==> config.mk <==
export PLATFORM = sky130hd
export DESIGN_NAME = multi_timer_regs_flat
export DESIGN_NICKNAME = d
export VERILOG_FILES = /design/src/rtl/multi_timer_regs_if.sv /design/src/rtl/multi_timer_regs.sv /design/src/flat_wrapper.sv
export SDC_FILE = /design/constraint.sdc
export NUM_CORES = 1
export LEC_CHECK = 0
export ABC_CLOCK_PERIOD_IN_PS = 3400
export CELL_PAD_IN_SITES_DETAIL_PLACEMENT = 0
export CELL_PAD_IN_SITES_GLOBAL_PLACEMENT = 2
export CORE_MARGIN = 2
export CORE_UTILIZATION = 39
export DETAILED_ROUTE_END_ITERATION = 10
export PLACE_DENSITY = 0.77
export SLEW_MARGIN = 20
export SYNTH_ARGS = -nofsm -noshare
export SYNTH_HDL_FRONTEND = slang
export SYNTH_SLANG_ARGS = --single-unit
export TNS_END_PERCENT = 20
==> constraint.sdc <==
create_clock -name clk -period 3.4 [get_ports clk]
set_clock_uncertainty 0.2 [all_clocks]
set_input_delay 0.68 -clock clk [delete_from_list [all_inputs] [get_ports clk]]
set_output_delay 0.68 -clock clk [all_outputs]
set_load 0.03 [all_outputs]
==> src/rtl/multi_timer_regs_if.sv <==
// Register bus and interrupt bundle between the AXI4-Lite front end, the
// timer bank and the interrupt controller.
interface multi_timer_regs_if #(
   parameter int AW  = 8,
   parameter int DW  = 32,
   parameter int NCH = 4
);
   logic [AW-1:0]  wr_addr;
   logic [DW-1:0]  wr_data;
   logic           wr_en;
   logic           wr_ready;
   logic [AW-1:0]  rd_addr;
   logic           rd_en;
   logic [DW-1:0]  rd_data;
   logic           rd_valid;
   logic           irq;
   logic [NCH-1:0] irq_vec;

   modport master (
      output wr_addr, wr_data, wr_en, rd_addr, rd_en,
      input  wr_ready, rd_data, rd_valid, irq, irq_vec
   );

   modport slave (
      input  wr_addr, wr_data, wr_en, rd_addr, rd_en,
      output wr_ready, rd_data, rd_valid, irq, irq_vec
   );
endinterface

==> src/rtl/multi_timer_regs.sv <==
// NCH independent 32-bit down-counting timers behind one register map.
// Define TIMER_PRESCALER_EN to build the shared tick prescaler; otherwise the timers tick every cycle.
module multi_timer_regs #(
   parameter int NCH = 4,
   parameter int AW  = 8,
   parameter int DW  = 32
) (
   input logic               clk,
   input logic               rstn,
   multi_timer_regs_if.slave bus
);
   localparam int CW = AW - 4;
   localparam logic [AW-1:0] A_STAT = AW'(32'hF0);
   localparam logic [AW-1:0] A_IEN  = AW'(32'hF4);
   localparam logic [AW-1:0] A_PRE  = AW'(32'hF8);
   localparam logic [DW-1:0] UNMAPPED = 32'hDEAD_BEEF;

   logic [NCH-1:0] en_q, en_d, per_q, per_d, stat_q, stat_d, ien_q, ien_d, fire;
   logic [DW-1:0]  load_q [NCH];
   logic [DW-1:0]  load_d [NCH];
   logic [DW-1:0]  cnt_q  [NCH];
   logic [DW-1:0]  cnt_d  [NCH];
   logic [DW-1:0]  rd_data_q, rd_mux, pre_rd;
   logic           rd_valid_q;
   logic           tick;
   logic [CW-1:0]  wr_ch, rd_ch;
   logic [3:0]     wr_off, rd_off;
   logic           wr_ch_hit, rd_ch_hit;

   assign wr_ch     = bus.wr_addr[AW-1:4];
   assign wr_off    = bus.wr_addr[3:0];
   assign rd_ch     = bus.rd_addr[AW-1:4];
   assign rd_off    = bus.rd_addr[3:0];
   assign wr_ch_hit = wr_ch < CW'(NCH);
   assign rd_ch_hit = rd_ch < CW'(NCH);

`ifdef TIMER_PRESCALER_EN
   logic [15:0] pre_q, pre_d, pcnt_q, pcnt_d;
   logic        pre_wr;

   assign pre_wr = bus.wr_en && (bus.wr_addr == A_PRE);
   assign tick   = (pcnt_q == pre_q);
   assign pre_rd = {{(DW-16){1'b0}}, pre_q};

   always_comb begin
      pre_d  = pre_q;
      pcnt_d = tick ? 16'd0 : pcnt_q + 16'd1;
      if (pre_wr) begin
         pre_d  = bus.wr_data[15:0];
         pcnt_d = 16'd0;
      end
   end

   always_ff @(posedge clk or negedge rstn) begin
      if (!rstn) begin
         pre_q  <= '0;
         pcnt_q <= '0;
      end else begin
         pre_q  <= pre_d;
         pcnt_q <= pcnt_d;
      end
   end
`else
   assign tick   = 1'b1;
   assign pre_rd = '0;
`endif

   // Tick processing uses pre-edge state; a CTRL/LOAD write then overrides it.
   always_comb begin
      en_d  = en_q;
      per_d = per_q;
      fire  = '0;
      ien_d = ien_q;
      for (int c = 0; c < NCH; c++) begin
         load_d[c] = load_q[c];
         cnt_d[c]  = cnt_q[c];
         if (tick && en_q[c]) begin
            if (cnt_q[c] == '0) begin
               fire[c] = 1'b1;
               if (per_q[c]) cnt_d[c] = load_q[c];
               else          en_d[c]  = 1'b0;
            end else begin
               cnt_d[c] = cnt_q[c] - DW'(1);
            end
         end
         if (bus.wr_en && wr_ch_hit && (wr_ch == CW'(c))) begin
            if (wr_off == 4'h0) begin
               if (bus.wr_data[0] && !en_q[c]) cnt_d[c] = load_q[c];
               en_d[c]  = bus.wr_data[0];
               per_d[c] = bus.wr_data[1];
            end else if (wr_off == 4'h4) begin
               load_d[c] = bus.wr_data;
            end
         end
      end
      stat_d = stat_q;
      if (bus.wr_en && (bus.wr_addr == A_STAT)) stat_d = stat_q & ~bus.wr_data[NCH-1:0];
      stat_d = stat_d | fire;
      if (bus.wr_en && (bus.wr_addr == A_IEN)) ien_d = bus.wr_data[NCH-1:0];
   end

   always_comb begin
      rd_mux = UNMAPPED;
      if (rd_ch_hit) begin
         for (int c = 0; c < NCH; c++) begin
            if (rd_ch == CW'(c)) begin
               case (rd_off)
                  4'h0:    rd_mux = {{(DW-2){1'b0}}, per_q[c], en_q[c]};
                  4'h4:    rd_mux = load_q[c];
                  4'h8:    rd_mux = cnt_q[c];
                  4'hC:    rd_mux = '0;
                  default: rd_mux = UNMAPPED;
               endcase
            end
         end
      end else begin
         case (bus.rd_addr)
            A_STAT:  rd_mux = {{(DW-NCH){1'b0}}, stat_q};
            A_IEN:   rd_mux = {{(DW-NCH){1'b0}}, ien_q};
            A_PRE:   rd_mux = pre_rd;
            default: rd_mux = UNMAPPED;
         endcase
      end
   end

   always_ff @(posedge clk or negedge rstn) begin
      if (!rstn) begin
         en_q       <= '0;
         per_q      <= '0;
         stat_q     <= '0;
         ien_q      <= '0;
         rd_data_q  <= '0;
         rd_valid_q <= 1'b0;
         for (int c = 0; c < NCH; c++) begin
            load_q[c] <= '0;
            cnt_q[c]  <= '0;
         end
      end else begin
         en_q       <= en_d;
         per_q      <= per_d;
         stat_q     <= stat_d;
         ien_q      <= ien_d;
         rd_valid_q <= bus.rd_en;
         if (bus.rd_en) rd_data_q <= rd_mux;
         for (int c = 0; c < NCH; c++) begin
            load_q[c] <= load_d[c];
            cnt_q[c]  <= cnt_d[c];
         end
      end
   end

   assign bus.wr_ready = 1'b1;
   assign bus.rd_data  = rd_data_q;
   assign bus.rd_valid = rd_valid_q;
   assign bus.irq_vec  = stat_q & ien_q;
   assign bus.irq      = |(stat_q & ien_q);
endmodule

==> src/flat_wrapper.sv <==
// flat-port wrapper written by rule: the top's interface ports become plain ports
module multi_timer_regs_flat 
#(
   parameter int NCH = 4,
   parameter int AW  = 8,
   parameter int DW  = 32
)
  (clk, rstn, bus_wr_addr, bus_wr_data, bus_wr_en, bus_rd_addr, bus_rd_en, bus_wr_ready, bus_rd_data, bus_rd_valid, bus_irq, bus_irq_vec);
  multi_timer_regs_if #(.AW(AW), .DW(DW), .NCH(NCH)) bus_i ();
  input logic clk;
  input logic rstn;
  input wire logic [$bits(bus_i.wr_addr)-1:0] bus_wr_addr;
  input wire logic [$bits(bus_i.wr_data)-1:0] bus_wr_data;
  input wire logic [$bits(bus_i.wr_en)-1:0] bus_wr_en;
  input wire logic [$bits(bus_i.rd_addr)-1:0] bus_rd_addr;
  input wire logic [$bits(bus_i.rd_en)-1:0] bus_rd_en;
  output wire logic [$bits(bus_i.wr_ready)-1:0] bus_wr_ready;
  output wire logic [$bits(bus_i.rd_data)-1:0] bus_rd_data;
  output wire logic [$bits(bus_i.rd_valid)-1:0] bus_rd_valid;
  output wire logic [$bits(bus_i.irq)-1:0] bus_irq;
  output wire logic [$bits(bus_i.irq_vec)-1:0] bus_irq_vec;
  assign bus_i.wr_addr = bus_wr_addr;
  assign bus_i.wr_data = bus_wr_data;
  assign bus_i.wr_en = bus_wr_en;
  assign bus_i.rd_addr = bus_rd_addr;
  assign bus_i.rd_en = bus_rd_en;
  assign bus_wr_ready = bus_i.wr_ready;
  assign bus_rd_data = bus_i.rd_data;
  assign bus_rd_valid = bus_i.rd_valid;
  assign bus_irq = bus_i.irq;
  assign bus_irq_vec = bus_i.irq_vec;
  multi_timer_regs #(.NCH(NCH), .AW(AW), .DW(DW)) u_core (.clk(clk), .rstn(rstn), .bus(bus_i));
endmodule
==> reports/metrics.yaml, run 1 <==
status: "finished, final reports clean"
synth_top_cell_by_area: "dfrtp_1"
max-slew-margin-rel: 0.462
drt-initial-drc-count: 1785
hpwl_um: 56700
synthCells: 1822
drc: 0
cts.reportedPaths.clkPinSlew_ns: 0.06
fin_util: 0.492
ir_worst_vdd_mv: 0.329
power_mw: 11.6
layout.area.seq_sq_um: 7630
hp-start: "u_core.bus.rd_data[17]"
critical_path.startpoint: "u_core.stat_q[2]"
syn2layout_area_growth_pct: 24.2
power_density_nw_per_um2: 532
grt.overflow.total: 0
placedCellCount: 2575
cts_setup_buffers: 0
fin_setup_tns_ns: 0
critPathCapture: "bus_irq"
critPathKind: "reg2out"
final.period_utilization: 0.928
nFillCells: 4205
gp_congestion: 0.984
num_vias: 17000
arrival_ns: 2.28
cp-end-kind: "primary output"
grt_start_max_net_pins: 75
rsz0062_at_grt: "false"
synth_cell_type_count: 97
synth_top_family_by_area: "compound AO/OA/AOI/OAI gates"
io_pins: 91
start_kind: "flip-flop"
use_met3: 0.0546
clock_latency_ns: 0.57
groute.usage.overall: 0.325
routed_wl_um: 76100
min_path_type: "reg2reg"
hold_violations: 0
synth_fp_nets: 1882
drtAntennaViolNets: 0
cts_sinks: 305
multi_input_area_sq_um: 9310
crit_chain: "and2_1, or4_1, clkdlybuf4s50_1"
maxCapViolations: 0
num_rows: 77
nets: 2084
via_per_inst: 6.43
start_util: 0.396
synth_compound_gate_area_share: 0.230
first_pass_iters: 5
min_period_ns: 3.16
required_ns: 2.52
syn_area_sq_um: 17600
wire_per_inst_um: 28.7
final_cells: 2648
synthArstFlopShare: 1.00
hold-path-cell-count: 1
core-area_sq_um: 44300
grt_pass1_wl_um: 113000
die_w_um: 216
synth-seq-cells: 305
synthAdderAreaFrac: 0.00570
use_met1: 0.440
muxShareOfSynthArea: 0.0930
numPortBuffers: 89
critical-path-top-delay-family: "simple AND/OR/NAND/NOR gates"
cts_htree_levels: 2
die_height_um: 216
drive_gt1_frac: 0.219
synth-simple-area-share: 0.193
synth_area_leaders: "dfrtp_1, mux2_2, a221oi_1"
rr_startpoint: "u_core.cnt_q[98]"
reg2reg_to: "u_core.cnt_q[100]"
synth-xor-area-share: 0.00499
synth_edf_count: 0
cts_buffers: 38
yosysMostFrequentCell: "dfrtp_1"
synth_seq_area_share: 0.435
clockRootBuffer: "clkbuf_16"
clk_path_buf_depth: 3
worst-path-buf-inv: 1
ys_warn_count: 0
busiest_layer: "met2"
setup_violations: 0
synthFlopType: "dfrtp_1"
leakage_nw: 9.06
r2r_setup_slack_ns: 0.27
worst_pin_slew_ns: 0.801
dieArea_sq_um: 46700
path_max_fanout: 3
synth_common_cells: "dfrtp_1, nor2_1, nand2_1"
grt_use_met2: 0.522
slowest_stage: "clkdlybuf4s50_1"
cpPeakStageDelay_ns: 0.61
cts_tree: "yes"
r2r_cells: 6
antenna_found_initial: 4
yosysTopAreaCellShare: 0.435
postSynthAreaPerCell_sq_um: 9.64
drv_slew: 0
first_global_vias: 16400
fmax_ghz: 0.317
worstSetupPathDepth: 3
==> routing by layer <==
metal | up-vias | part of all wire | wire length, um
li1 | 7515 | - | -
met1 | 8680 | 0.44 | 33300
met2 | 684 | 0.46 | 35300
met4 | 2 | 0.037 | 2810
met3 | 144 | 0.062 | 4690
met5 | - | 0.00024 | 18
==> state kept, by name, summed over array words and instances (netlist names) <==
name,cells
u_core.en_q,4
u_core.load_q,128
u_core.bus.rd_data,32
u_core.stat_q,4
u_core.ien_q,4
u_core.per_q,4
u_core.bus.rd_valid,1
u_core.cnt_q,128
==> logic make-up (layout without fill, tap and decap cells) <==
group                      after synthesis  after routing
DFF                                    305            305
muxes                                  147            147
adders and majority gates                8              8
other                                    1              3
xor gates and xnor gates                10             10
buffers and inverters                  160            392
and+or+nand+nor                        641            641
AOI/OAI and AO/OA                      550            550
==> layout make-up <==
type,instances,share of cell area
clock buffers,52,0.0521
well taps,592,0.0340
repair buffers,291,0.119
flip-flops and latches,305,0.350
multi-input cells,1357,0.427
inverters,31,0.00534
diodes,2,0.000229
clock inverters,18,0.0124
==> repair_timing <==
action                     in CTS  in global routing
gates resized for setup         0                  0
hold buffers                    1                  0
hold endpoints to repair       67                  0
setup endpoints to repair       0                  0
==> worst min-delay path by stage <==
stage,endpoint,slack (ns)
2_1_floorplan,u_core.bus.rd_data[0],0.18
3_3_place_gp,u_core.bus.rd_data[4],0.27
3_5_place_dp,u_core.bus.rd_data[17],0.28
4_1_cts,u_core.bus.rd_data[17],0.29
5_1_grt,u_core.bus.rd_data[4],0.31
6_report,u_core.bus.rd_data[17],0.28
==> metrics by stage <==
step                      hold slack, ns  worst slack [ns]  cell area, sq um
final                              0.285             0.243             21800
after global routing               0.310             0.102             21800
after detailed placement           0.276            -0.155             20400
after global placement             0.270            -0.135             20400
after floorplan                    0.184             0.485             17600
after CTS                          0.290             0.226             21800
==> report_power, final <==
group | leakage [nW] | internal [mW] | switching (mW)
clock network | 0.695 | 2.87 | 1.73
logic | 4.56 | 0.949 | 1.24
registers | 3.80 | 4.07 | 0.746
==> layout by cell type, fill, tap and decap left out, drive strengths merged, types with 16 or more instances in the layout <==
cell,n
a211oi,41
a21oi,78
a221oi,98
a22o,30
a22oi,26
a31oi,18
buf,202
clkbuf,52
clkdlybuf4s50,88
dfrtp,305
inv,30
mux2,129
mux2i,18
nand2,132
nand3,54
nand4,18
nor2,140
nor3,112
nor4,53
o21a,16
o21ai,82
o22ai,25
o41ai,24
or3,22
or4,23
(Power assumes the default switching activity.)
==> run 2: changes to the inputs <==
Settings changed: MAX_ROUTING_LAYER from default to met4.
==> run 2 against run 1 <==
Flip-flop and latch count did not move. Non-clock buffer count fell by 10. Cell count fell by 0.57%. Critical endpoint unchanged. Largest cell class unchanged. Register-to-register slack improved by 0.03 ns.
==> reports/metrics.yaml, run 2 (synthesis gave the netlist of run 1 again) <==
status: "finished, final reports clean"
worst_pin_slew_ns: 0.911  # +0.110 ns
cts_buffers: 38  # unchanged
syn2layout_area_growth_pct: 22.9
drtAntennaViolNets: 0  # unchanged
fin_setup_tns_ns: 0  # unchanged
die_height_um: 216  # unchanged
cts_sinks: 305  # unchanged
nFillCells: 4196  # -0.21%
path_max_fanout: 3  # unchanged
fmax_ghz: 0.316  # -0.20%
numPortBuffers: 89  # unchanged
grt_start_max_net_pins: 77  # +2.7%
dieArea_sq_um: 46700  # unchanged
nets: 2074  # -0.48%
routed_wl_um: 76500  # +0.55%
first_global_vias: 16700  # +1.4%
core-area_sq_um: 44300  # unchanged
required_ns: 2.52  # about the same
clockRootBuffer: "clkbuf_16"
start_util: 0.396  # unchanged
first_pass_iters: 5  # unchanged
groute.usage.overall: 0.338  # +0.0129
drc: 0  # unchanged
via_per_inst: 6.48  # +0.78%
cts_htree_levels: 2  # unchanged
multi_input_area_sq_um: 9310  # unchanged
setup_ws_ns: 0.237  # -0.00639 ns
cts.reportedPaths.clkPinSlew_ns: 0.05  # about the same
maxCapViolations: 0  # unchanged
arrival_ns: 2.28  # about the same
start_kind: "flip-flop"
dpl_cell_area_sq_um: 20300  # -0.28%
crit_chain: "and2_1, or4_1, clkdlybuf4s50_1"
ir_worst_vdd_mv: 0.337  # +2.4%
clk_path_buf_depth: 3  # unchanged
gp_congestion: 0.990  # +0.58%
num_vias: 17100  # +0.21%
min_path_type: "reg2reg"
cts_tree: "yes"
cts-resized-gates: 0  # unchanged
layout_commonest_cell: "dfrtp_1"
hpwl_um: 57000  # +0.47%
clock_latency_ns: 0.57  # about the same
drive_gt1_frac: 0.211  # -0.00799
final_area_sq_um: 21600  # -1.1%
critical-path-top-delay-family: "simple AND/OR/NAND/NOR gates"
slowest_stage: "clkdlybuf4s50_1"
antenna_found_initial: 6  # +2
leakage_nw: 8.92  # -1.5%
final_cell_mix: "dfrtp_1, buf_4, nor2_1"
drv_slew: 0  # unchanged
grt.overflow.total: 0  # unchanged
rsz0062_at_grt: "false"
cpPeakStageDelay_ns: 0.61  # about the same
hold_violations: 0  # unchanged
setup_violations: 0  # unchanged
die_w_um: 216  # unchanged
power_density_nw_per_um2: 512  # -3.7%
num_rows: 77  # unchanged
critPathKind: "reg2out"
cp-end-kind: "primary output"
drt-initial-drc-count: 1718  # -3.8%
worst-path-buf-inv: 1  # unchanged
min_period_ns: 3.16  # +0.00639 ns
io_pins: 91  # unchanged
max-slew-margin-rel: 0.388  # -0.0738
final.period_utilization: 0.930  # +0.00188
place_ws_ns: -0.118  # +0.0370 ns
layout.area.seq_sq_um: 7630  # unchanged
grt_pass1_wl_um: 114000  # +1.0%
wire_per_inst_um: 29.0  # +1.1%
run 2: cell types whose count changed in the layout (fill, tap and decap cells not counted):
cell,before,now
buf_4,186,174
bufinv_16,7,1
clkinv_2,9,5
clkbuf_1,4,7
buf_12,15,17
diode_2,2,4
clkbuf_8,7,6
clkinv_4,0,1
clkinvlp_4,2,1
inv_6,0,1
run 2: layout make-up:
cell class,instances,area share
Antenna cell,4,0.000464
Clock buffer,54,0.0526
Clock inverter,9,0.00371
Inverter,31,0.00539
Multi-Input combinational cell,1357,0.431
Sequential cell,305,0.354
Tap cell,592,0.0343
Timing Repair Buffer,281,0.118
run 2: per-stage QoR:
step | power [mW] | utilization | cells | hold slack, ns
3_3_place_gp | 6.95 | 0.459 | 2565 | 0.270
2_1_floorplan | 5.93 | - | 1822 | 0.184
3_5_place_dp | 6.98 | 0.459 | 2565 | 0.274
4_1_cts | 11.0 | 0.486 | 2629 | 0.288
6_report | 11.1 | 0.487 | 2633 | 0.289
5_1_grt | 11.5 | 0.487 | 2630 | 0.319
run 2: final timing paths:
| path | start | end | slack [ns] | cells after the start |
|---|---|---|---|---|
| min in group asynchronous | rstn | u_core.en_q[2] | 0.43 | 2 |
| max | u_core.ien_q[2] | bus_irq | 0.24 | 3 |
| max reg2reg | u_core.cnt_q[90] | u_core.cnt_q[70] | 0.30 | 7 |
| min reg2reg | u_core.bus.rd_data[29] | u_core.bus.rd_data[29] | 0.29 | 1 |
| min | u_core.bus.rd_data[29] | u_core.bus.rd_data[29] | 0.29 | 1 |
| max in group asynchronous | rstn | u_core.cnt_q[103] | 1.75 | 3 |
run 2: timing repair:
action	CTS	global route
endpoints found under the hold margin	51	0
buffers inserted	0	0
hold buffers	1	0
endpoints found under the setup margin	0	0
run 2: power breakdown:
part | total, mW | internal, mW | switching, mW | leakage (nW)
logic | 2.13 | 0.928 | 1.20 | 4.52
registers | 4.85 | 4.07 | 0.776 | 3.80
clock network | 4.08 | 2.39 | 1.69 | 0.599
total | 11.1 | 7.39 | 3.67 | 8.92
run 2: per-layer routing:
layer / GRT usage / up-vias / routed length (um)
met5: - / - / 0
met4: 0.115 / 0 / 2650
met3: 0.0606 / 139 / 5400
met2: 0.527 / 680 / 35900
met1: 0.444 / 8739 / 32500
li1: - / 7503 / -
